**config.mk**
```make
export PLATFORM = sky130hd
export DESIGN_NAME = usb_line_ctrl_flat
export DESIGN_NICKNAME = d
export VERILOG_FILES = /design/src/rtl/usb_utmi_pkg.sv /design/src/rtl/usb_line_ctrl_if.sv /design/src/rtl/usb_line_ctrl.sv /design/src/flat_wrapper.sv
export SDC_FILE = /design/constraint.sdc
export NUM_CORES = 1
export LEC_CHECK = 0
export BUFFER_PORTS_ARGS = -buffer_cell sky130_fd_sc_hd__buf_2
export CAP_MARGIN = 20
export CORE_UTILIZATION = 60
export DETAILED_ROUTE_END_ITERATION = 8
export PLACE_DENSITY_LB_ADDON = 0.1
export RECOVER_POWER = 100
export SLEW_MARGIN = 5
export SYNTH_ARGS = -nofsm -noshare
export SYNTH_HDL_FRONTEND = slang
export SYNTH_SLANG_ARGS = --single-unit
export TNS_END_PERCENT = 30
```
**constraint.sdc**
```tcl
create_clock -name clk -period 8.2 [get_ports clk]
set_input_delay 1.23 -clock clk [delete_from_list [all_inputs] [get_ports clk]]
set_output_delay 1.23 -clock clk [all_outputs]
set_load 0.02 [all_outputs]
```
**src/rtl/usb_utmi_pkg.sv**
```systemverilog
// Shared UTMI encodings, line-controller state types and default timing constants.
package usb_utmi_pkg;

  typedef enum logic [1:0] {
    LsSe0 = 2'b00,
    LsJ   = 2'b01,
    LsK   = 2'b10,
    LsSe1 = 2'b11
  } line_state_e;

  typedef enum logic [1:0] {
    OpNormal   = 2'b00,
    OpNonDrive = 2'b01,
    OpNoStuff  = 2'b10,
    OpRsvd     = 2'b11
  } op_mode_e;

  typedef enum logic [2:0] {
    StActive,
    StReset,
    StSuspend,
    StResume,
    StRwuK
  } line_ctrl_st_e;

  // Which line condition the shared idle counter is currently timing.
  typedef enum logic [1:0] {
    CondNone,
    CondSe0,
    CondIdle,
    CondRun
  } line_cond_e;

  // Cycle counts at 48 MHz.
  localparam int unsigned RstCycDef     = 120;     // 2.5 us
  localparam int unsigned SuspCycDef    = 144000;  // 3 ms
  localparam int unsigned RwuWaitCycDef = 240000;  // 5 ms
  localparam int unsigned RwuKCycDef    = 96000;   // 2 ms

  function automatic int unsigned max_cyc(input int unsigned a, input int unsigned b,
                                          input int unsigned c, input int unsigned d);
    int unsigned m;
    m = a;
    if (b > m) m = b;
    if (c > m) m = c;
    if (d > m) m = d;
    return m;
  endfunction

endpackage

```
**src/rtl/usb_line_ctrl_if.sv**
```systemverilog
// Line-controller signal bundle between the UTM/link side and the controller.
interface usb_line_ctrl_if;

  usb_utmi_pkg::line_state_e line_state;
  logic                      rx_active;
  logic                      tx_valid;
  logic                      rwu_req;
  logic                      suspend_m;
  usb_utmi_pkg::op_mode_e    op_mode;
  logic                      drive_k;
  logic                      bus_reset;
  logic                      suspended;
  logic                      resume_evt;

  modport master (
    output line_state, rx_active, tx_valid, rwu_req,
    input  suspend_m, op_mode, drive_k, bus_reset, suspended, resume_evt
  );

  modport slave (
    input  line_state, rx_active, tx_valid, rwu_req,
    output suspend_m, op_mode, drive_k, bus_reset, suspended, resume_evt
  );

endinterface

```
**src/rtl/usb_line_ctrl.sv**
```systemverilog
// USB device line-state controller: bus reset / suspend detection, resume and remote wakeup.
// Drives suspend_m/op_mode of the neighbouring UTM; all outputs are registered.
module usb_line_ctrl
  import usb_utmi_pkg::*;
#(
  parameter int unsigned RST_CYC      = RstCycDef,
  parameter int unsigned SUSP_CYC     = SuspCycDef,
  parameter int unsigned RWU_WAIT_CYC = RwuWaitCycDef,
  parameter int unsigned RWU_K_CYC    = RwuKCycDef
) (
  input logic            clk,
  input logic            rst,
  usb_line_ctrl_if.slave utmi
);

  localparam int unsigned MaxCyc = max_cyc(RST_CYC, SUSP_CYC, RWU_WAIT_CYC, RWU_K_CYC);
  localparam int unsigned CntW   = $clog2(MaxCyc) + 1;

  localparam logic [CntW-1:0] CntMax     = '1;
  localparam logic [CntW-1:0] RstCnt     = CntW'(RST_CYC);
  localparam logic [CntW-1:0] SuspCnt    = CntW'(SUSP_CYC);
  localparam logic [CntW-1:0] RwuWaitCnt = CntW'(RWU_WAIT_CYC);
  localparam logic [CntW-1:0] RwuKCnt    = CntW'(RWU_K_CYC);

  line_ctrl_st_e   state_q, state_d;
  line_cond_e      cond, cond_q, cond_d;
  logic [CntW-1:0] cnt_q, cnt_d, cnt_inc;
  logic            rwu_pend_q, rwu_pend_d;
  logic            suspend_m_q, suspend_m_d;
  op_mode_e        op_mode_q, op_mode_d;
  logic            drive_k_q, drive_k_d;
  logic            bus_reset_q, bus_reset_d;
  logic            suspended_q, suspended_d;
  logic            resume_evt_q, resume_evt_d;

  logic se0, line_j;
  assign se0    = (utmi.line_state == LsSe0);
  assign line_j = (utmi.line_state == LsJ);

  // Qualifying condition for the current state; SE1 and K never qualify.
  always_comb begin
    cond = CondNone;
    unique case (state_q)
      StActive: begin
        if (se0) cond = CondSe0;
        else if (line_j && !utmi.rx_active && !utmi.tx_valid) cond = CondIdle;
      end
      StSuspend: begin
        if (se0) cond = CondSe0;
        else if (line_j) cond = CondIdle;
      end
      StResume: begin
        if (se0) cond = CondSe0;
      end
      StRwuK:  cond = CondRun;
      default: cond = CondNone;
    endcase
  end

  // Run length including the current sample; restarts whenever the condition changes.
  always_comb begin
    if (cond == CondNone)      cnt_inc = '0;
    else if (cond != cond_q)   cnt_inc = CntW'(1);
    else if (cnt_q == CntMax)  cnt_inc = cnt_q;
    else                       cnt_inc = cnt_q + CntW'(1);
  end

  always_comb begin
    state_d      = state_q;
    rwu_pend_d   = rwu_pend_q;
    resume_evt_d = 1'b0;
    unique case (state_q)
      StActive: begin
        if (cond == CondSe0 && cnt_inc >= RstCnt)        state_d = StReset;
        else if (cond == CondIdle && cnt_inc >= SuspCnt) state_d = StSuspend;
      end
      StReset: begin
        if (!se0) state_d = StActive;
      end
      StSuspend: begin
        if (cond == CondSe0 && cnt_inc >= RstCnt) begin
          state_d = StReset;
        end else if (utmi.line_state == LsK) begin
          state_d = StResume;
        end else if (cond == CondIdle && cnt_inc >= RwuWaitCnt &&
                     (rwu_pend_q || utmi.rwu_req)) begin
          state_d = StRwuK;
        end else if (utmi.rwu_req) begin
          rwu_pend_d = 1'b1;
        end
        if (state_d != StSuspend) begin
          resume_evt_d = 1'b1;
          rwu_pend_d   = 1'b0;
        end
      end
      StRwuK: begin
        if (cnt_inc >= RwuKCnt) state_d = StResume;
      end
      StResume: begin
        if (cond == CondSe0 && cnt_inc >= RstCnt) state_d = StReset;
        else if (cond_q == CondSe0 && line_j)     state_d = StActive;  // host EOP
      end
      default: state_d = StActive;
    endcase

    cond_d = (state_d != state_q) ? CondNone : cond;
    cnt_d  = (state_d != state_q) ? '0 : cnt_inc;

    suspend_m_d = (state_d != StSuspend);
    suspended_d = (state_d == StSuspend);
    drive_k_d   = (state_d == StRwuK);
    op_mode_d   = (state_d == StRwuK) ? OpNoStuff : OpNormal;
    bus_reset_d = (state_d == StReset);
  end

  always_ff @(posedge clk) begin
    if (rst) begin
      state_q      <= StActive;
      cond_q       <= CondNone;
      cnt_q        <= '0;
      rwu_pend_q   <= 1'b0;
      suspend_m_q  <= 1'b1;
      op_mode_q    <= OpNormal;
      drive_k_q    <= 1'b0;
      bus_reset_q  <= 1'b0;
      suspended_q  <= 1'b0;
      resume_evt_q <= 1'b0;
    end else begin
      state_q      <= state_d;
      cond_q       <= cond_d;
      cnt_q        <= cnt_d;
      rwu_pend_q   <= rwu_pend_d;
      suspend_m_q  <= suspend_m_d;
      op_mode_q    <= op_mode_d;
      drive_k_q    <= drive_k_d;
      bus_reset_q  <= bus_reset_d;
      suspended_q  <= suspended_d;
      resume_evt_q <= resume_evt_d;
    end
  end

  assign utmi.suspend_m  = suspend_m_q;
  assign utmi.op_mode    = op_mode_q;
  assign utmi.drive_k    = drive_k_q;
  assign utmi.bus_reset  = bus_reset_q;
  assign utmi.suspended  = suspended_q;
  assign utmi.resume_evt = resume_evt_q;

endmodule

```
**src/flat_wrapper.sv**
```systemverilog
// flat-port wrapper written by rule: the top's interface ports become plain ports
module usb_line_ctrl_flat import usb_utmi_pkg::*;
#(
  parameter int unsigned RST_CYC      = RstCycDef,
  parameter int unsigned SUSP_CYC     = SuspCycDef,
  parameter int unsigned RWU_WAIT_CYC = RwuWaitCycDef,
  parameter int unsigned RWU_K_CYC    = RwuKCycDef
)
  (clk, rst, utmi_line_state, utmi_rx_active, utmi_tx_valid, utmi_rwu_req, utmi_suspend_m, utmi_op_mode, utmi_drive_k, utmi_bus_reset, utmi_suspended, utmi_resume_evt);
  usb_line_ctrl_if utmi_i ();
  input logic clk;
  input logic rst;
  input wire logic [$bits(utmi_i.line_state)-1:0] utmi_line_state;
  input wire logic [$bits(utmi_i.rx_active)-1:0] utmi_rx_active;
  input wire logic [$bits(utmi_i.tx_valid)-1:0] utmi_tx_valid;
  input wire logic [$bits(utmi_i.rwu_req)-1:0] utmi_rwu_req;
  output wire logic [$bits(utmi_i.suspend_m)-1:0] utmi_suspend_m;
  output wire logic [$bits(utmi_i.op_mode)-1:0] utmi_op_mode;
  output wire logic [$bits(utmi_i.drive_k)-1:0] utmi_drive_k;
  output wire logic [$bits(utmi_i.bus_reset)-1:0] utmi_bus_reset;
  output wire logic [$bits(utmi_i.suspended)-1:0] utmi_suspended;
  output wire logic [$bits(utmi_i.resume_evt)-1:0] utmi_resume_evt;
  assign utmi_i.line_state = utmi_line_state;
  assign utmi_i.rx_active = utmi_rx_active;
  assign utmi_i.tx_valid = utmi_tx_valid;
  assign utmi_i.rwu_req = utmi_rwu_req;
  assign utmi_suspend_m = utmi_i.suspend_m;
  assign utmi_op_mode = utmi_i.op_mode;
  assign utmi_drive_k = utmi_i.drive_k;
  assign utmi_bus_reset = utmi_i.bus_reset;
  assign utmi_suspended = utmi_i.suspended;
  assign utmi_resume_evt = utmi_i.resume_evt;
  usb_line_ctrl #(.RST_CYC(RST_CYC), .SUSP_CYC(SUSP_CYC), .RWU_WAIT_CYC(RWU_WAIT_CYC), .RWU_K_CYC(RWU_K_CYC)) u_core (.clk(clk), .rst(rst), .utmi(utmi_i));
endmodule
```
## Word level (Yosys, flattened, before mapping)

Cells that the tools add are included.

| cells by class | value |
|---|---|
| bitwise gates (word level) | 1 |
| $add $sub $neg | 1 |
| mux-type cells | 27 |
| reductions and logical operators | 17 |
| eq/ne operators | 20 |
| $lt $le $gt $ge | 4 |

Operators with widths:

| cell | number |
|---|---|
| two-way mux 19 bit | 3 |
| greater-or-equal comparator 19 x 18 -> 1 bit (second input constant) | 2 |
| two-way mux 3 bit | 10 |
| adder 19 x 1 -> 19 bit (second input constant) | 1 |
| == test 19 bit (second input constant) | 1 |
| greater-or-equal comparator 19 x 17 -> 1 bit (second input constant) | 1 |
| greater-or-equal comparator 19 x 7 -> 1 bit (second input constant) | 1 |
| one-hot mux 3 bit (5 select lines) | 1 |
| two-way mux 2 bit | 5 |
| == test 3 x 2 -> 1 bit (second input constant) | 3 |
| one-hot mux 2 bit (4 select lines) | 1 |
| logical AND 1 bit | 7 |
| two-way mux 1 bit | 7 |
| == test 2 x 1 -> 1 bit (second input constant) | 3 |
| == test 3 x 1 -> 1 bit (second input constant) | 2 |
| == test 3 bit (second input constant) | 2 |
| != test 2 bit (second input constant) | 3 |
| != test 3 x 2 -> 1 bit (second input constant) | 2 |
| AND reduction 5 bit | 1 |
| == test 2 bit (second input constant) | 2 |
| logical NOT 2 bit | 2 |
| OR reduction 2 bit | 2 |
| logical NOT 3 bit | 1 |
| != test 3 bit | 1 |
| other kinds (5) | 6 |

| storage, ports and cells | value |
|---|---|
| logic and storage cells | 80 |
| bits in registers | 32 |
| input bits | 7 |

## Logic depth before layout (Yosys ltp)

Gate-level depths: netlist of run 1.

| logic depth | value |
|---|---|
| depth after elaboration | 19 |
| gate-level depth with buffers | 12 |

## Worst setup path after synthesis of run 1

OpenSTA, ideal clock, no wires.

| timing | value |
|---|---|
| path kind | input to register |
| from | input port utmi_line_state[1] |
| to | register u_core.cnt_q[13] |
| library setup time | 73 ps |
| stages | 10 |
| arrival time | 3,367 ps |
| path buffers | 1 |
| setup slack | 4,760 ps |
| required time | 8,127 ps |
| path through | nor4b_2 > a22oi_2 > xor2_1 > a31oi_2 > nor4_2 > a21oi_2 > a21oi_2 > clkbuf_1 > or4_1 > nor3_2 |

| between the ends | value |
|---|---|
| longest elaborated chain between the ends | 19 |
| elaborated cells between the ends (all ways) | 39 |

Ends and longest elaborated chain:

| element | RTL line | RTL |
|---|---|---|
| from (decl) | flat_wrapper.sv:13 | `input wire logic [$bits(utmi_i.line_state)-1:0] utmi_line_state;` |
| == test 2 x 1 -> 1 bit | usb_line_ctrl.sv:38 | `assign line_j = (utmi.line_state == LsJ);` |
| logical AND 1 bit (2 in a row) | usb_line_ctrl.sv:46 | `else if (line_j && !utmi.rx_active && !utmi.tx_valid) cond = CondIdle;` |
| two-way mux 2 bit | usb_line_ctrl.sv:46 |  |
| two-way mux 2 bit | usb_line_ctrl.sv:45 | `if (se0) cond = CondSe0;` |
| one-hot mux 2 bit (4 select lines) | usb_line_ctrl.sv:43 | `unique case (state_q)` |
| != test 2 bit | usb_line_ctrl.sv:63 | `else if (cond != cond_q) cnt_inc = CntW'(1);` |
| two-way mux 19 bit | usb_line_ctrl.sv:63 |  |
| two-way mux 19 bit | usb_line_ctrl.sv:62 | `if (cond == CondNone) cnt_inc = '0;` |
| greater-or-equal comparator 19 x 18 -> 1 bit | usb_line_ctrl.sv:85 | `end else if (cond == CondIdle && cnt_inc >= RwuWaitCnt &&` |
| logical AND 1 bit (2 in a row) | usb_line_ctrl.sv:85 |  |
| two-way mux 3 bit | usb_line_ctrl.sv:85 |  |
| two-way mux 3 bit | usb_line_ctrl.sv:83 | `end else if (utmi.line_state == LsK) begin` |
| two-way mux 3 bit | usb_line_ctrl.sv:81 | `if (cond == CondSe0 && cnt_inc >= RstCnt) begin` |
| two-way mux 3 bit | usb_line_ctrl.sv:72 | `unique case (state_q)` |
| one-hot mux 3 bit (5 select lines) | usb_line_ctrl.sv:72 |  |
| != test 3 bit | usb_line_ctrl.sv:107 | `cnt_d = (state_d != state_q) ? '0 : cnt_inc;` |
| OR reduction 2 bit (no source line) | - |  |
| to (signal assigned) | usb_line_ctrl.sv:131 | `cnt_q <= cnt_d;` |
| to (decl) | usb_line_ctrl.sv:27 | `logic [CntW-1:0] cnt_q, cnt_d, cnt_inc;` |

Several ways; a longest one is shown, not always the timed one. The select of a mux whose other input is x is not followed.
A chain may end at the register's enable or synchronous reset.

## Worst setup path after layout of run 1

| timing | value |
|---|---|
| from | register u_core.cnt_q[0] |
| to | register u_core.cnt_q[6] |

| between the ends | value |
|---|---|
| longest elaborated chain between the ends | 14 |
| elaborated cells between the ends (all ways) | 24 |

Ends and longest elaborated chain:

| element | RTL line | RTL |
|---|---|---|
| adder 19 x 1 -> 19 bit or == test 19 bit (tied branches) | usb_line_ctrl.sv:65, usb_line_ctrl.sv:64 |  |
| two-way mux 19 bit * | usb_line_ctrl.sv:64 | `else if (cnt_q == CntMax) cnt_inc = cnt_q;` |
| two-way mux 19 bit * | usb_line_ctrl.sv:63 |  |
| two-way mux 19 bit * | usb_line_ctrl.sv:62 |  |
| greater-or-equal comparator 19 x 18 -> 1 bit | usb_line_ctrl.sv:85 |  |
| logical AND 1 bit (2 in a row) | usb_line_ctrl.sv:85 |  |
| two-way mux 3 bit | usb_line_ctrl.sv:85 |  |
| two-way mux 3 bit | usb_line_ctrl.sv:83 |  |
| two-way mux 3 bit | usb_line_ctrl.sv:81 |  |
| two-way mux 3 bit | usb_line_ctrl.sv:72 |  |
| one-hot mux 3 bit (5 select lines) | usb_line_ctrl.sv:72 |  |
| != test 3 bit | usb_line_ctrl.sv:107 |  |
| OR reduction 2 bit (no source line) | - |  |

Mark *: on every way between the ends. The rest lies on a longest branch, timed or not. The select of a mux whose other input is x is not followed.

==> impl_metrics.csv, run 1 <==
group,metric,value,unit
floorplan,boundaryPins,14,
timing,max_freq,181,MHz
cts,cts_resized,0,
setup_path,cp_max_fo,21,
grt,grt_pass1_wl,10500,um
pwr,peakVddDrop,87.0,uV
route,dr.first_iter.drc_count,342,
route,viasPerCell,6.92,
grt,grt_max_degree,29,
setup_path,critPathRequiredTime,8320,ps
timing,rsz0062_at_grt,"false",
pwr,power,301,uW
cts,cts_sinks,30,
yosys,synth_cell_types,84,
timing,setup_violations,0,
setup_path,crit_start,"u_core.cnt_q[0]",
cells_and_area,drive_above_1_share,20.0,%
route,ant_nets,0,
setup_path,critPathCaptureType,"flop",
route,wl_per_cell,18.8,um
hold_path,hp-start,"u_core.rwu_pend_q",
timing,fin_crit_sh,67.2,%
floorplan,design.core.area,4120,um2
yosys,synth-edff-count,0,
yosys,synthArstFlopShare,0,%
setup_path,crit_type,"reg2reg",
cts,cts_setup_buffers,0,
timing,setup_tns,0,ps
cts,h-tree-depth,2,
hold_path,hp-class,"reg2reg",
floorplan,die_h,68.4,um
yosys,ys_seq_area_share,22.7,%
pwr,powerDensity,116,nW/um2
grt,grt_use_total,30.5,%
grt,antenna_found_initial,0,
cells_and_area,fin_nets,317,
cts,clock_latency,290,ps
timing,fin_skew,12.3,ps
timing,hold_violations,0,
setup_path,critPathArrivalTime,5630,ps
setup_path,startpoint_type,"flop",
placed_design,gp_congestion,0.925,
cells_and_area,n_antenna_cell,0,
yosys,postSynthAreaPerCell,8.36,um2
route,vias,2490,
placed_design,placed_area,2590,um2
grt,first_global_vias,2112,
cts,numCtsBuffers,5,
timing,worst_slew_pin_slew,1330,ps
route,drc,0,
setup_path,rrSetupSlack,2690,ps
yosys,ys_ff_latch,30,
yosys,synthesis.nets,324,
timing,maxSlewHeadroom,11.0,%
placed_design,dp_hpwl,4790,um
floorplan,rows,23,
route,first_pass_iters,5,
cts,cts_root_buf,"clkbuf_8",
route,wirelength,6780,um
cts,hold_buffers,0,
yosys,synthesis.area,2640,um2
cells_and_area,final_cell_area,2600,um2
cts,clk_pin_slew,80,ps
floorplan,die-area,4670,um2
floorplan,die_w,68.4,um
pwr,leakagePower,0.828,nW
setup_path,r2r_start,"u_core.cnt_q[0]",
cts,clk_path_buf_depth,2,
timing,fin_crit,5510,ps
yosys,ys.flop_type,"dfxtp_1",
floorplan,start_util,64.2,%
run,max_cap_violations,0,
cells_and_area,area_growth,-1.47,%
yosys,yosys_warnings,0,
grt,overflow,0,
cts,cts_tree,"built",
yosys,syn-instance-count,316,
status,status,"finished, final reports clean",
cells_and_area,fin_cells,360,
placed_design,dpl.cell_count,352,
timing,slew_viol_final,0,
placed_design,portBuffers,12,
[cell usage after synthesis (3+ instances only)]
library cell   n  share of area [%]
nand3_1       15                2.8
nor3_2        17                6.4
nand2_1       21                3.0
inv_1          9                1.3
and4_2         3                1.1
nor4_2         5                2.4
o211ai_1       3               0.85
clkbuf_1       4               0.57
nor3_1        12                2.3
buf_6          3                1.3
o21ai_0       17                3.2
nand4_1       10                2.4
xnor2_1        5                1.7
buf_4          7                2.0
or2_2          4               0.95
buf_2         10                1.9
a31oi_1        5                1.2
mux2i_1        4                1.5
nor2b_1        3               0.71
xor2_1         3               0.99
nor2_1        21                3.0
and2_1         3               0.71
or4_1         19                5.4
nor4_1         6                1.4
a21oi_1        4               0.76
o22ai_1        4               0.95
dfxtp_1       30                 23
[per-layer routing]
metal	vias to the layer above	global-route usage [%]	share of wire (%)
met3	13	6.67	7.5
met1	1147	43.5	46
met2	140	45.1	44
met4	0	9.11	1.6
li1	1190	-	-
met5	-	0	0
[area by class of cell]
type                    instances  area, um2
inverters                       9       33.8
multi-input cells             249       1730
repair buffers                 14       63.8
fillers                       373       1510
flip-flops and latches         30        601
well taps                      50       62.6
clock buffers                   8        110
[worst max-delay path, cell delays in order (launching register included)]
cell and delay, ps:
dfxtp_1 450, ha_1 310, nand3_1 240, nor3_1 970, a211oi_1 310, mux2_1 390, o311ai_0 200, o31ai_1 690
a2bb2oi_1 300, a211oi_4 290, clkbuf_1 1000, nor3_1 180
[placed cells by master (no fill, tap or decap), types with 3 or more instances in the layout]
| cell type | instances |
|---|---|
| a21oi_1 | 4 |
| a31oi_1 | 4 |
| and4_2 | 3 |
| buf_2 | 6 |
| clkbuf_1 | 7 |
| clkbuf_8 | 8 |
| dfxtp_1 | 30 |
| inv_1 | 9 |
| mux2i_1 | 4 |
| nand2_1 | 21 |
| nand3_1 | 15 |
| nand4_1 | 10 |
| nor2_1 | 21 |
| nor2b_1 | 3 |
| nor3_1 | 19 |
| nor3_2 | 11 |
| nor4_1 | 7 |
| nor4_2 | 4 |
| o211ai_1 | 3 |
| o21ai_0 | 18 |
| o22ai_1 | 4 |
| or2_2 | 4 |
| or4_1 | 19 |
| xnor2_1 | 5 |
| xor2_1 | 3 |
[through the flow]
stage	hold slack (ps)	utilization (%)	worst slack (ps)
finish	527	63.2	2690
global route	556	63.2	2470
CTS	535	65.6	4440
detailed placement	520	62.9	4220
global placement	495	62.9	4350
floorplan	481	-	4760
[kinds of logic after synthesis]
group	synth area share [%]
mux	2.37
xor+xnor	2.65
simple gates	41.1
other cells	0.142
fa+ha+maj	0.474
compound gates	21.8
buf+inv	8.72
flops	22.7
[report_power, final]
| group | internal [mW] | switching (mW) | total (mW) |
|---|---|---|---|
| Clock | 0.0847 | 0.0585 | 0.143 |
| Combinational | 0.00394 | 0.00668 | 0.0106 |
| Sequential | 0.146 | 0.00103 | 0.147 |
[state kept, by name, summed over array words and instances, names as in the netlist]
| name | flops |
|---|---|
| u_core.cond_q | 2 |
| u_core.utmi.suspended | 1 |
| u_core.utmi.suspend_m | 1 |
| u_core.rwu_pend_q | 1 |
| u_core.utmi.resume_evt | 1 |
| u_core.cnt_q | 19 |
| u_core.utmi.bus_reset | 1 |
| u_core.state_q | 3 |
| u_core.utmi.op_mode | 1 |
[final timing paths]
path / end / cells after the start
hold reg to reg: u_core.rwu_pend_q / 2
hold / removal: u_core.rwu_pend_q / 2
setup reg to reg: u_core.cnt_q[6] / 11
setup / recovery: u_core.cnt_q[6] / 11
Power figures use the tool's default switching activity.
==> run 2: changes to the inputs <==
--- a/config.mk
+++ b/config.mk
@@ -5,6 +5,7 @@
 export SDC_FILE = /design/constraint.sdc
 export NUM_CORES = 1
 export LEC_CHECK = 0
+export ABC_AREA = 1
 export BUFFER_PORTS_ARGS = -buffer_cell sky130_fd_sc_hd__buf_2
 export CAP_MARGIN = 20
 export CORE_UTILIZATION = 60
==> constraint.sdc (replaced) <==
create_clock -name clk -period 5.8 [get_ports clk]
set_input_delay 0.87 -clock clk [delete_from_list [all_inputs] [get_ports clk]]
set_output_delay 0.87 -clock clk [all_outputs]
set_load 0.02 [all_outputs]
==> impl_metrics.csv, run 2 <==
group,metric,value,unit
status,status,"finished, final reports clean",
timing,max_freq,239,MHz
timing,maxSlewHeadroom,45.9,%
yosys,synth_top_family_by_area,"simple AND/OR/NAND/NOR gates",
yosys,synth_most_common_cell,"nand2_1",
cells_and_area,regMostFlops,"u_core.cnt_q",
yosys,synth_area_leaders,"dfxtp_1 (26%), nand2_1 (15%), nand3_1 (8.7%)",
floorplan,rows,22,
grt,overflow,0,
floorplan,boundaryPins,14,
timing,fin_crit_sh,72.1,%
hold_path,hp-class,"reg2reg",
cells_and_area,area_growth,0.654,%
cts,clock_latency,280,ps
floorplan,die_w,63.9,um
route,viasPerCell,5.54,
setup_path,startpoint_type,"flop",
floorplan,die_h,63.9,um
yosys,yosys_warnings,0,
pwr,powerDensity,177,nW/um2
placed_design,dp_hpwl,3960,um
timing,setup_tns,0,ps
pwr,leakagePower,0.996,nW
cells_and_area,reg.largest.list,"u_core.cnt_q (19), u_core.state_q (3), u_core.cond_q (2)",
yosys,ys.flop_type,"dfxtp_1",
floorplan,die-area,4080,um2
route,first_pass_iters,5,
grt,antenna_found_initial,0,
yosys,ys_ff_latch,30,
pwr,peakVddDrop,116,uV
route,wl_per_cell,12.7,um
yosys,synth-edff-count,0,
timing,rsz0062_at_grt,"false",
yosys,synthesis.nets,365,
cells_and_area,n_antenna_cell,0,
yosys,postSynthAreaPerCell,6.43,um2
route,dr.first_iter.drc_count,137,
yosys,synth_top_cell_area_share,26.1,%
yosys,yosys-top-cells-count,"nand2_1 (94), nor2_1 (46), nand3_1 (40)",
route,wirelength,5250,um
cells_and_area,drive_above_1_share,12.5,%
setup_path,critPathCaptureType,"flop",
pwr,power,410,uW
cts,cts_resized,0,
yosys,synth_fa_ha_area_share,0.545,%
yosys,synthArstFlopShare,0,%
yosys,synth_mux_area_share,0,%
grt,grt_use_total,28.9,%
route,drc,0,
timing,worst_slew_pin_slew,809,ps
cells_and_area,layout_commonest_cell,"nand2_1",
floorplan,design.core.area,3660,um2
cells_and_area,layout_common_cells,"nand2_1 (98), nor2_1 (47), nand3_1 (42), inv_1 (38), dfxtp_1 (30)",
cts,clk_pin_slew,60,ps
yosys,synth_top_area_cell,"dfxtp_1",
cells_and_area,final_cell_area,2310,um2
grt,grt_pass1_wl,9230,um
timing,setup_violations,0,
timing,slew_viol_final,0,
cts,hold_buffers,0,
cells_and_area,largest_reg_flops,19,
yosys,synth_cell_types,34,
setup_path,cp_max_fo,21,
timing,fin_skew,4.72,ps
cts,numCtsBuffers,5,
grt,grt_max_degree,22,
cts,cts_root_buf,"clkbuf_8",
timing,hold_violations,0,
yosys,synthesis.area,2300,um2
cts,clk_path_buf_depth,2,
timing,fin_crit,4180,ps
placed_design,portBuffers,12,
yosys,ys_seq_area_share,26.1,%
setup_path,critPathArrivalTime,4360,ps
yosys,synth-compound-area-share,5.94,%
cts,cts_tree,"built",
yosys,synth_xor_area_share,2.29,%
route,vias,2298,
route,ant_nets,0,
yosys,syn-instance-count,357,
yosys,synthSimpleGateAreaFrac,54.0,%
cts,cts_setup_buffers,0,
cells_and_area,fin_nets,374,
grt,first_global_vias,2082,
setup_path,crit_type,"reg2reg",
placed_design,placed_area,2330,um2
run,max_cap_violations,0,
placed_design,gp_congestion,0.870,
cts,h-tree-depth,2,
floorplan,start_util,62.7,%
setup_path,rrSetupSlack,1620,ps
setup_path,critPathRequiredTime,5980,ps
cts,cts_sinks,30,
-- run 2: changes by cell type after synthesis, sizes merged, moves of 11 or more --
cell	previous run	this run
nand2	22	109
inv	9	43
nand3	16	47
nor2	22	51
or4	19	0
nor4	11	0
-- run 2: power by group --
group	switching, mW	internal (mW)	leakage [nW]
logic	0.0209	0.00844	0.706
clock network	0.0767	0.0955	0.0482
registers	0.00140	0.207	0.242
total	0.0991	0.311	0.996
-- run 2: area by class of cell --
class	count	area, um2
inverter	44	165
fill	370	1350
clock inverter	1	5.00
multi-input combinational	273	1340
timing repair buffer	12	52.6
clock buffer	7	86.3
sequential	30	601
tap	48	60.1
-- run 2: worst paths after layout --
| check | from | to | depth (start not counted) |
|---|---|---|---|
| worst max-delay path | u_core.cnt_q[0] | u_core.cnt_q[17] | 19 |
| worst min-delay path | u_core.rwu_pend_q | u_core.rwu_pend_q | 2 |
| worst max register to register | u_core.cnt_q[0] | u_core.cnt_q[17] | 19 |
| worst min register to register | u_core.rwu_pend_q | u_core.rwu_pend_q | 2 |
-- run 2: worst max-delay path, cell delays in order, from the launching register on --
cell and delay (ps):
dfxtp_1 500, ha_1 310, nand3_1 180, clkinv_1 90, nand2_1 100, nor2_1 120, nand2_1 390, nand3_1 430
nand4_1 170, nor2_1 200, nand3_1 120, nand3_1 120, nand3_1 140, nand2_1 90, nand2_1 50, nand2_1 100
nand2_1 110, nand2_2 60, nand2_1 440, nor3_1 360
-- run 2: per-stage QoR --
step | utilization [%] | setup WS (ps) | instances | hold WS, ps
3_3_place_gp | 63.7 | 2150 | 407 | 463
3_5_place_dp | 63.7 | 2020 | 407 | 478
4_1_cts | 66.2 | 2210 | 415 | 492
2_1_floorplan | - | 3080 | 357 | 444
6_report | 63.2 | 1620 | 415 | 496
5_1_grt | 63.2 | 1120 | 415 | 514
-- run 2: cells by family (layout without fill, tap and decap cells) --
family / after synthesis / count (layout)
buffers and inverters: 54 / 64
other: 1 / 1
XOR/XNOR: 6 / 6
AO/OA/AOI/OAI: 23 / 23
adder cells (fa/ha/maj): 1 / 1
AND/OR/NAND/NOR: 242 / 242
flip-flops: 30 / 30
-- run 2: per-layer routing --
metal	vias to the layer above	routed length (um)	global-route usage, %
met3	16	246	4.46
met2	75	2540	48.1
met4	0	121	14.2
met5	-	0	0
li1	1168	-	-
met1	1039	2340	36.0
